<file path="src/rtl/int_ctrl_if.sv">
// Purpose: CPU-side signal bundle of the interrupt controller (requests, mask, fetch divert).
// Latency: none; this file only groups signals.
// Backpressure: none here; int_req is held until int_ack or until the request is withdrawn.
interface int_ctrl_if #(
  parameter int NIRQ = 4
);
  logic [NIRQ-1:0] irq;
  logic            mask_we;
  logic [7:0]      mask_wd;
  logic            int_ack;
  logic            int_reti;
  logic            int_req;
  logic [9:0]      int_vector;
  logic            int_take;
  logic            in_service;
  logic [NIRQ-1:0] pending;
  logic [7:0]      mask;

  // CPU / request-source side
  modport master (
    output irq, mask_we, mask_wd, int_ack, int_reti,
    input  int_req, int_vector, int_take, in_service, pending, mask
  );

  // Controller side
  modport slave (
    input  irq, mask_we, mask_wd, int_ack, int_reti,
    output int_req, int_vector, int_take, in_service, pending, mask
  );
endinterface

</file>
<file path="src/rtl/int_ctrl.sv">
// Purpose: fixed-priority, non-nesting interrupt controller that diverts CPU fetch to a vector.
// Latency: irq first sampled at edge k -> pending after k+SYNC_STAGES -> int_req after k+SYNC_STAGES+1.
// Backpressure: int_req/int_vector hold until int_ack (take) or the source loses eligibility (withdraw).
module int_ctrl #(
  parameter int         NIRQ        = 4,
  parameter logic [9:0] VEC_BASE    = 10'h3C0,
  parameter int         VEC_STRIDE  = 4,
  parameter int         SYNC_STAGES = 2
) (
  input  logic         clk,
  input  logic         reset,
  int_ctrl_if.slave    bus
);

  typedef enum logic [1:0] {
    S_IDLE = 2'd0,
    S_REQ  = 2'd1,
    S_SVC  = 2'd2
  } state_t;

  // Only gie and the per-source enables exist; everything else reads back as 0.
  localparam logic [7:0] MASK_KEEP = 8'h80 | 8'((9'd1 << NIRQ) - 9'd1);

  logic [SYNC_STAGES-1:0][NIRQ-1:0] r_sync;
  logic [NIRQ-1:0]                  r_prev;
  logic [NIRQ-1:0]                  r_pending;
  logic [7:0]                       r_mask;
  logic [2:0]                       r_idx;
  logic [9:0]                       r_vec;
  state_t                           r_state;

  state_t          w_state_nxt;
  logic            w_load;
  logic [NIRQ-1:0] w_rise;
  logic [NIRQ-1:0] w_elig;
  logic [NIRQ-1:0] w_idx_hot;
  logic            w_idx_elig;
  logic            w_take;
  logic [2:0]      w_sel;
  logic [9:0]      w_vec;

  assign w_rise     = r_sync[SYNC_STAGES-1] & ~r_prev;
  assign w_elig     = r_pending & r_mask[NIRQ-1:0] & {NIRQ{r_mask[7]}};
  assign w_idx_hot  = NIRQ'(1) << r_idx;
  assign w_idx_elig = |(w_elig & w_idx_hot);
  assign w_take     = (r_state == S_REQ) & bus.int_ack;
  assign w_vec      = VEC_BASE + 10'(w_sel) * 10'(VEC_STRIDE);

  // Synchronise the async request lines and keep the previous synced value for edge detection.
  always_ff @(posedge clk or posedge reset) begin
    if (reset) begin
      r_sync <= '0;
      r_prev <= '0;
    end else begin
      r_sync <= {r_sync[SYNC_STAGES-2:0], bus.irq};
      r_prev <= r_sync[SYNC_STAGES-1];
    end
  end

  // Pending bits: a taken source is cleared, but a fresh edge in the same cycle wins.
  always_ff @(posedge clk or posedge reset) begin
    if (reset) begin
      r_pending <= '0;
    end else begin
      r_pending <= (r_pending & ~(w_take ? w_idx_hot : '0)) | w_rise;
    end
  end

  // Mask register; unimplemented bits are never stored.
  always_ff @(posedge clk or posedge reset) begin
    if (reset) begin
      r_mask <= '0;
    end else if (bus.mask_we) begin
      r_mask <= bus.mask_wd & MASK_KEEP;
    end
  end

  // Fixed priority: lowest eligible index wins.
  always_comb begin
    w_sel = '0;
    for (int i = NIRQ - 1; i >= 0; i--) begin
      if (w_elig[i]) w_sel = 3'(i);
    end
  end

  // State register plus the source index/vector captured when a request is raised.
  always_ff @(posedge clk or posedge reset) begin
    if (reset) begin
      r_state <= S_IDLE;
      r_idx   <= '0;
      r_vec   <= '0;
    end else begin
      r_state <= w_state_nxt;
      if (w_load) begin
        r_idx <= w_sel;
        r_vec <= w_vec;
      end
    end
  end

  // Next state: ack beats withdrawal; no arbitration while a handler runs.
  always_comb begin
    w_state_nxt = r_state;
    w_load      = 1'b0;
    case (r_state)
      S_IDLE: begin
        if (|w_elig) begin
          w_state_nxt = S_REQ;
          w_load      = 1'b1;
        end
      end
      S_REQ: begin
        if (bus.int_ack)      w_state_nxt = S_SVC;
        else if (!w_idx_elig) w_state_nxt = S_IDLE;
      end
      S_SVC: begin
        if (bus.int_reti) w_state_nxt = S_IDLE;
      end
      default: w_state_nxt = S_IDLE;
    endcase
  end

  assign bus.int_req    = (r_state == S_REQ);
  assign bus.in_service = (r_state == S_SVC);
  assign bus.int_take   = w_take;
  assign bus.int_vector = r_vec;
  assign bus.pending    = r_pending;
  assign bus.mask       = r_mask;

endmodule
</file>
<file path="src/flat_wrapper.sv">
// flat-port wrapper written by rule: the top's interface ports become plain ports
module int_ctrl_flat 
#(
  parameter int         NIRQ        = 4,
  parameter logic [9:0] VEC_BASE    = 10'h3C0,
  parameter int         VEC_STRIDE  = 4,
  parameter int         SYNC_STAGES = 2
)
  (clk, reset, bus_irq, bus_mask_we, bus_mask_wd, bus_int_ack, bus_int_reti, bus_int_req, bus_int_vector, bus_int_take, bus_in_service, bus_pending, bus_mask);
  int_ctrl_if #(.NIRQ(NIRQ)) bus_i ();
  input  logic clk;
  input  logic reset;
  input wire logic [$bits(bus_i.irq)-1:0] bus_irq;
  input wire logic [$bits(bus_i.mask_we)-1:0] bus_mask_we;
  input wire logic [$bits(bus_i.mask_wd)-1:0] bus_mask_wd;
  input wire logic [$bits(bus_i.int_ack)-1:0] bus_int_ack;
  input wire logic [$bits(bus_i.int_reti)-1:0] bus_int_reti;
  output wire logic [$bits(bus_i.int_req)-1:0] bus_int_req;
  output wire logic [$bits(bus_i.int_vector)-1:0] bus_int_vector;
  output wire logic [$bits(bus_i.int_take)-1:0] bus_int_take;
  output wire logic [$bits(bus_i.in_service)-1:0] bus_in_service;
  output wire logic [$bits(bus_i.pending)-1:0] bus_pending;
  output wire logic [$bits(bus_i.mask)-1:0] bus_mask;
  assign bus_i.irq = bus_irq;
  assign bus_i.mask_we = bus_mask_we;
  assign bus_i.mask_wd = bus_mask_wd;
  assign bus_i.int_ack = bus_int_ack;
  assign bus_i.int_reti = bus_int_reti;
  assign bus_int_req = bus_i.int_req;
  assign bus_int_vector = bus_i.int_vector;
  assign bus_int_take = bus_i.int_take;
  assign bus_in_service = bus_i.in_service;
  assign bus_pending = bus_i.pending;
  assign bus_mask = bus_i.mask;
  int_ctrl #(.NIRQ(NIRQ), .VEC_BASE(VEC_BASE), .VEC_STRIDE(VEC_STRIDE), .SYNC_STAGES(SYNC_STAGES)) u_core (.clk(clk), .reset(reset), .bus(bus_i));
endmodule
</file>
<file path="config.mk">
export PLATFORM = sky130hd
export DESIGN_NAME = int_ctrl_flat
export DESIGN_NICKNAME = d
export VERILOG_FILES = /design/src/rtl/int_ctrl_if.sv /design/src/rtl/int_ctrl.sv /design/src/flat_wrapper.sv
export SDC_FILE = /design/constraint.sdc
export NUM_CORES = 1
export LEC_CHECK = 0
export CORE_MARGIN = 3
export CORE_UTILIZATION = 47
export CTS_BUF_LIST = sky130_fd_sc_hd__clkbuf_2
export DETAILED_ROUTE_END_ITERATION = 7
export PLACE_DENSITY = 0.87
export SLEW_MARGIN = 20
export SYNTH_ARGS = -nofsm -noshare
export SYNTH_HDL_FRONTEND = slang
export SYNTH_SLANG_ARGS = --single-unit
</file>
<file path="constraint.sdc">
create_clock -name clk -period 3.8 [get_ports clk]
set_input_delay 0.76 -clock clk [delete_from_list [all_inputs] [get_ports clk]]
set_output_delay 0.76 -clock clk [all_outputs]
set_load 0.03 [all_outputs]
</file>
* Word level (Yosys, flattened, before mapping)
Cells that the tools add are included.
Widths: inputs -> output; s select.
** Word-level totals
- Register bits :: 36
- Latch bits :: 0
- Memory bits (writable) :: 0
- Bits in read-only memories :: 0
- Bits of input ports :: 17
- Output and inout port bits :: 25
- Logic and storage cells :: 40
- Memories kept :: 0
** Cells by class
- $add $sub $neg :: 1
- Multiply operators :: 0
- Div/mod/pow operators :: 0
- $lt $le $gt $ge :: 0
- Eq/ne operators :: 5
- Shift operators :: 1
- Mux-type cells :: 12
- Bitwise gates (word level) :: 9
- Reduce and logical (&&, ||, !) cells :: 4
** Operators with widths (number)
- $and 4x4->4 :: 5
- $mux 2 :: 8
- $add 7x5->8 const A :: 1
- $not 4->4 :: 2
- $reduce_or 4->1 :: 2
- $pmux 2 s3 :: 1
- $mux 4 :: 1
- $or 4x4->4 :: 1
- $shl 1x3->4 const A :: 1
- $ne 3x3->1 const B :: 1
- $reduce_and 3->1 :: 1
- $eq 2x1->1 const B :: 1
- $eq 2x2->1 const B :: 1
- $logic_not 2->1 :: 1
- $mux 1 :: 2
- $ne 2x1->1 const B :: 1
- $ne 2x2->1 const B :: 1
- $and 1x1->1 :: 1

* Depth between registers and ports, before layout
- Depth after elaboration :: 7
- Mapped depth :: 6
- Depth with buffers taken out :: 6

* Least setup slack after synthesis
OpenSTA, ideal clock, no wires.
- Path kind :: reg-to-output
- From :: reg u_core.r_state[1]
- To :: out bus_int_take
- Arrival time :: 1069 ps
- Required time :: 3040 ps
- Path slack :: 1971 ps
- Cell stages (with the launch flop) :: 4
- Path buffers :: 0
- Path through :: dfrtp_1 -> nor2b_2 -> nand2_1 -> inv_2
** On the way
- Cells in the longest elaborated chain, start to end :: 2
** Ends and longest elaborated chain
- start, declared :: line int_ctrl.sv:30 : state_t r_state;
- start signal, assigned :: line int_ctrl.sv:93 : r_state <= w_state_nxt;
- $eq 2x1->1
- net bus_int_req :: line flat_wrapper.sv:18 : output wire logic [$bits(bus_i.int_req)-1:0] bus_int_req;
- $and 1x1->1 :: line int_ctrl.sv:46 : assign w_take = (r_state == S_REQ) & bus.int_ack;
- end, declared :: line flat_wrapper.sv:20 : output wire logic [$bits(bus_i.int_take)-1:0] bus_int_take;
The timed path passes the listed nets, and every way through them passes these cells.

* Worst setup path in the final report
- From :: in bus_int_ack
- To :: out bus_int_take
** On the way
- Cells in the longest elaborated chain, start to end :: 1
** Ends and longest elaborated chain
- start, declared :: line flat_wrapper.sv:16 : input wire logic [$bits(bus_i.int_ack)-1:0] bus_int_ack;
- $and 1x1->1 :: line int_ctrl.sv:46
Every way passes these cells.

==> reports/results.ini <==
[run_status]
status=finished, final reports clean

[route]
wl_per_cell_um=13.3
via_per_inst=4.85
drc_errors=0
wl_um=1840
drtIter0Drc=13
antenna_left=0
num_vias=674
firstDrtPassIters=4

[timing]
fmaxAchievable_ghz=0.343
holdWs_ns=0.380
setup_violations=0
finalCriticalPeriod_ns=2.91
period_share_pct=76.6
rsz0062_at_grt=no
setup_slack_ns=0.889
skew_ns=0.00104
slew_viol_final=0
tightest_slew_ns=0.932
hold_viol=0
setup-tns-final_ns=0
relSlewSlack_pct=37.8

[final_layout]
layout-drive-gt1-share_pct=12.5
synthToLayoutAreaGrowth_pct=30.1
antennaDiodeCount=0
nets=131
fin_area_um2=1330
multi_input_area_um2=287
regArea_um2=651
n_fill_cell=149

[power]
p_leak_nw=0.597
power_density_nw_per_um2=576
peakVddDrop_uv=353

[floorplan]
dieArea_um2=2760
ios=42
die_y_um=52.6
core_um2=2000
rows=16
die_w_um=52.6
initial_core_util_pct=50.9

[logic_synthesis]
syn_inst=82
synth_cell_types=22
async_flop_share_pct=100
synthTopCellsByCount=26 x dfrtp_1, 10 x buf_4, 9 x nand2_1
avgSynthCellArea_um2=12.4
synthTopCellsByArea=dfrtp_1 64%, buf_4 7.4%, mux2_2 5.5%
ys_seq_area_share_pct=63.8
yosys.area.top_type=dfrtp_1
synthFlopType=dfrtp_1
synth_top_area_share_pct=63.8
synth_seq_cells=26
yosys_warnings=0
synth_edf_count=0
syn_area_um2=1020
yosysMostFrequentCell=dfrtp_1

[critical_path]
cp_max_fo=4
reg2reg_to=u_core.r_idx[0]$_DFFE_PP0P_
critical_path_class=in -> out
worst_r2r_path_depth=3
cp-end-kind=primary output
r2r_start=u_core.bus.mask[7]$_DFFE_PP0P_
cp-start-kind=input pin
worstPathRequired_ns=3.04
r2r_setup_slack_ns=2.45
worstPathArrival_ns=2.15

[grt]
antenna_found_initial=0
overflow=0
grt_pass1_vias=707
grt_pass1_wl_um=3000
grt_start_max_net_pins=27
grtUsageTotal_pct=15.0

[clocking]
worstSkewPairLatency_ns=0.32
holdBufCountCts=0
cts_max_level=1
clkSinkCount=26
cts-root-buf=clkbuf_2
clk_path_buf_depth=2
cts_resized=0
post-cts-setup-buffers=0
cts_tree=yes
cts_buffers=3
clk_pin_slew_ns=0.21

[worst_hold_path]
hold_path.class=reg -> reg
hold_path.startpoint=u_core.r_sync[3]$_DFF_PP0_
min_to=u_core.r_sync[7]$_DFF_PP0_
hold_path_depth=0

[placement]
io_buffers=31
place_ws_ns=0.898
post-dp-hpwl_um=1460
globalplace.congestion=0.802
placed_area_um2=1310

[run]
drv_cap=0

==> area by class of cell <==
class	instances	share of cell area, %
flip-flops and latches	26	49.1
well taps	27	2.55
repair buffers	31	23.4
clock buffers	3	1.13
multi-input cells	44	21.6
inverters	8	2.26
==> worst max-delay path, cell delays in order <==
cell	delay, ns
clkdlybuf4s50_1	0.49
nand2_1	0.14
inv_2	0.10
clkdlybuf4s50_1	0.67
==> layer usage <==
layer	share of wire (%)	wire length (µm)	global-route usage (%)
met5	0	0	0
met4	1.2	23	7.23
met3	6.3	116	2.28
met2	54	989	26.9
met1	39	713	17.2
==> kinds of logic (layout without fill, tap and decap cells) <==
family	after synthesis	in the layout	share of synthesized area (%)
AOI/OAI and AO/OA	13	13	7.73
buffers and inverters	18	42	10.3
DFF	26	26	63.8
muxes	7	7	8.83
other	1	7	0.368
and+or+nand+nor	17	17	8.96
==> cells in the final DEF, fill, tap and decap left out, types with 2 or more instances in the layout <==
| cell | count |
|---|---|
| o31ai_1 | 2 |
| nand3_1 | 2 |
| mux2_2 | 5 |
| conb_1 | 7 |
| dfrtp_1 | 26 |
| a21oi_1 | 3 |
| nand2_1 | 9 |
| o21ai_1 | 5 |
| inv_1 | 7 |
| clkbuf_2 | 3 |
| clkdlybuf4s50_1 | 31 |
==> flip-flops by register name (all words and copies together) (netlist names) <==
| signal | flops |
|---|---|
| u_core.r_sync | 8 |
| u_core.bus.mask | 5 |
| u_core.bus.pending | 4 |
| u_core.r_prev | 4 |
| u_core.bus.int_vector | 2 |
| u_core.r_state | 2 |
| u_core.r_idx | 1 |
==> report_power, final <==
group | total (mW) | switching [mW] | internal, mW
Clock | 0.0928 | 0.0713 | 0.0215
Sequential | 0.367 | 0.0470 | 0.320
Combinational | 0.304 | 0.170 | 0.134
==> through the flow <==
stage,instances,power [mW],utilization [%]
floorplan,88,0.558,-
CTS,139,0.774,66.3
global route,139,0.811,66.3
detailed placement,136,0.679,65.5
global placement,136,0.666,65.5
finish,139,0.764,66.3
==> worst max-delay path by stage <==
stage	start	endpoint	slack (ns)
6_report	bus_int_ack	bus_int_take	0.89
5_1_grt	bus_int_ack	bus_int_take	0.83
4_1_cts	bus_int_ack	bus_int_take	0.89
3_5_place_dp	bus_int_ack	bus_int_take	0.90
3_3_place_gp	bus_int_ack	bus_int_take	0.94
2_1_floorplan	u_core.r_state[1]$_DFFE_PP0P_	bus_int_take	1.97
Power figures use the tool's default switching activity.
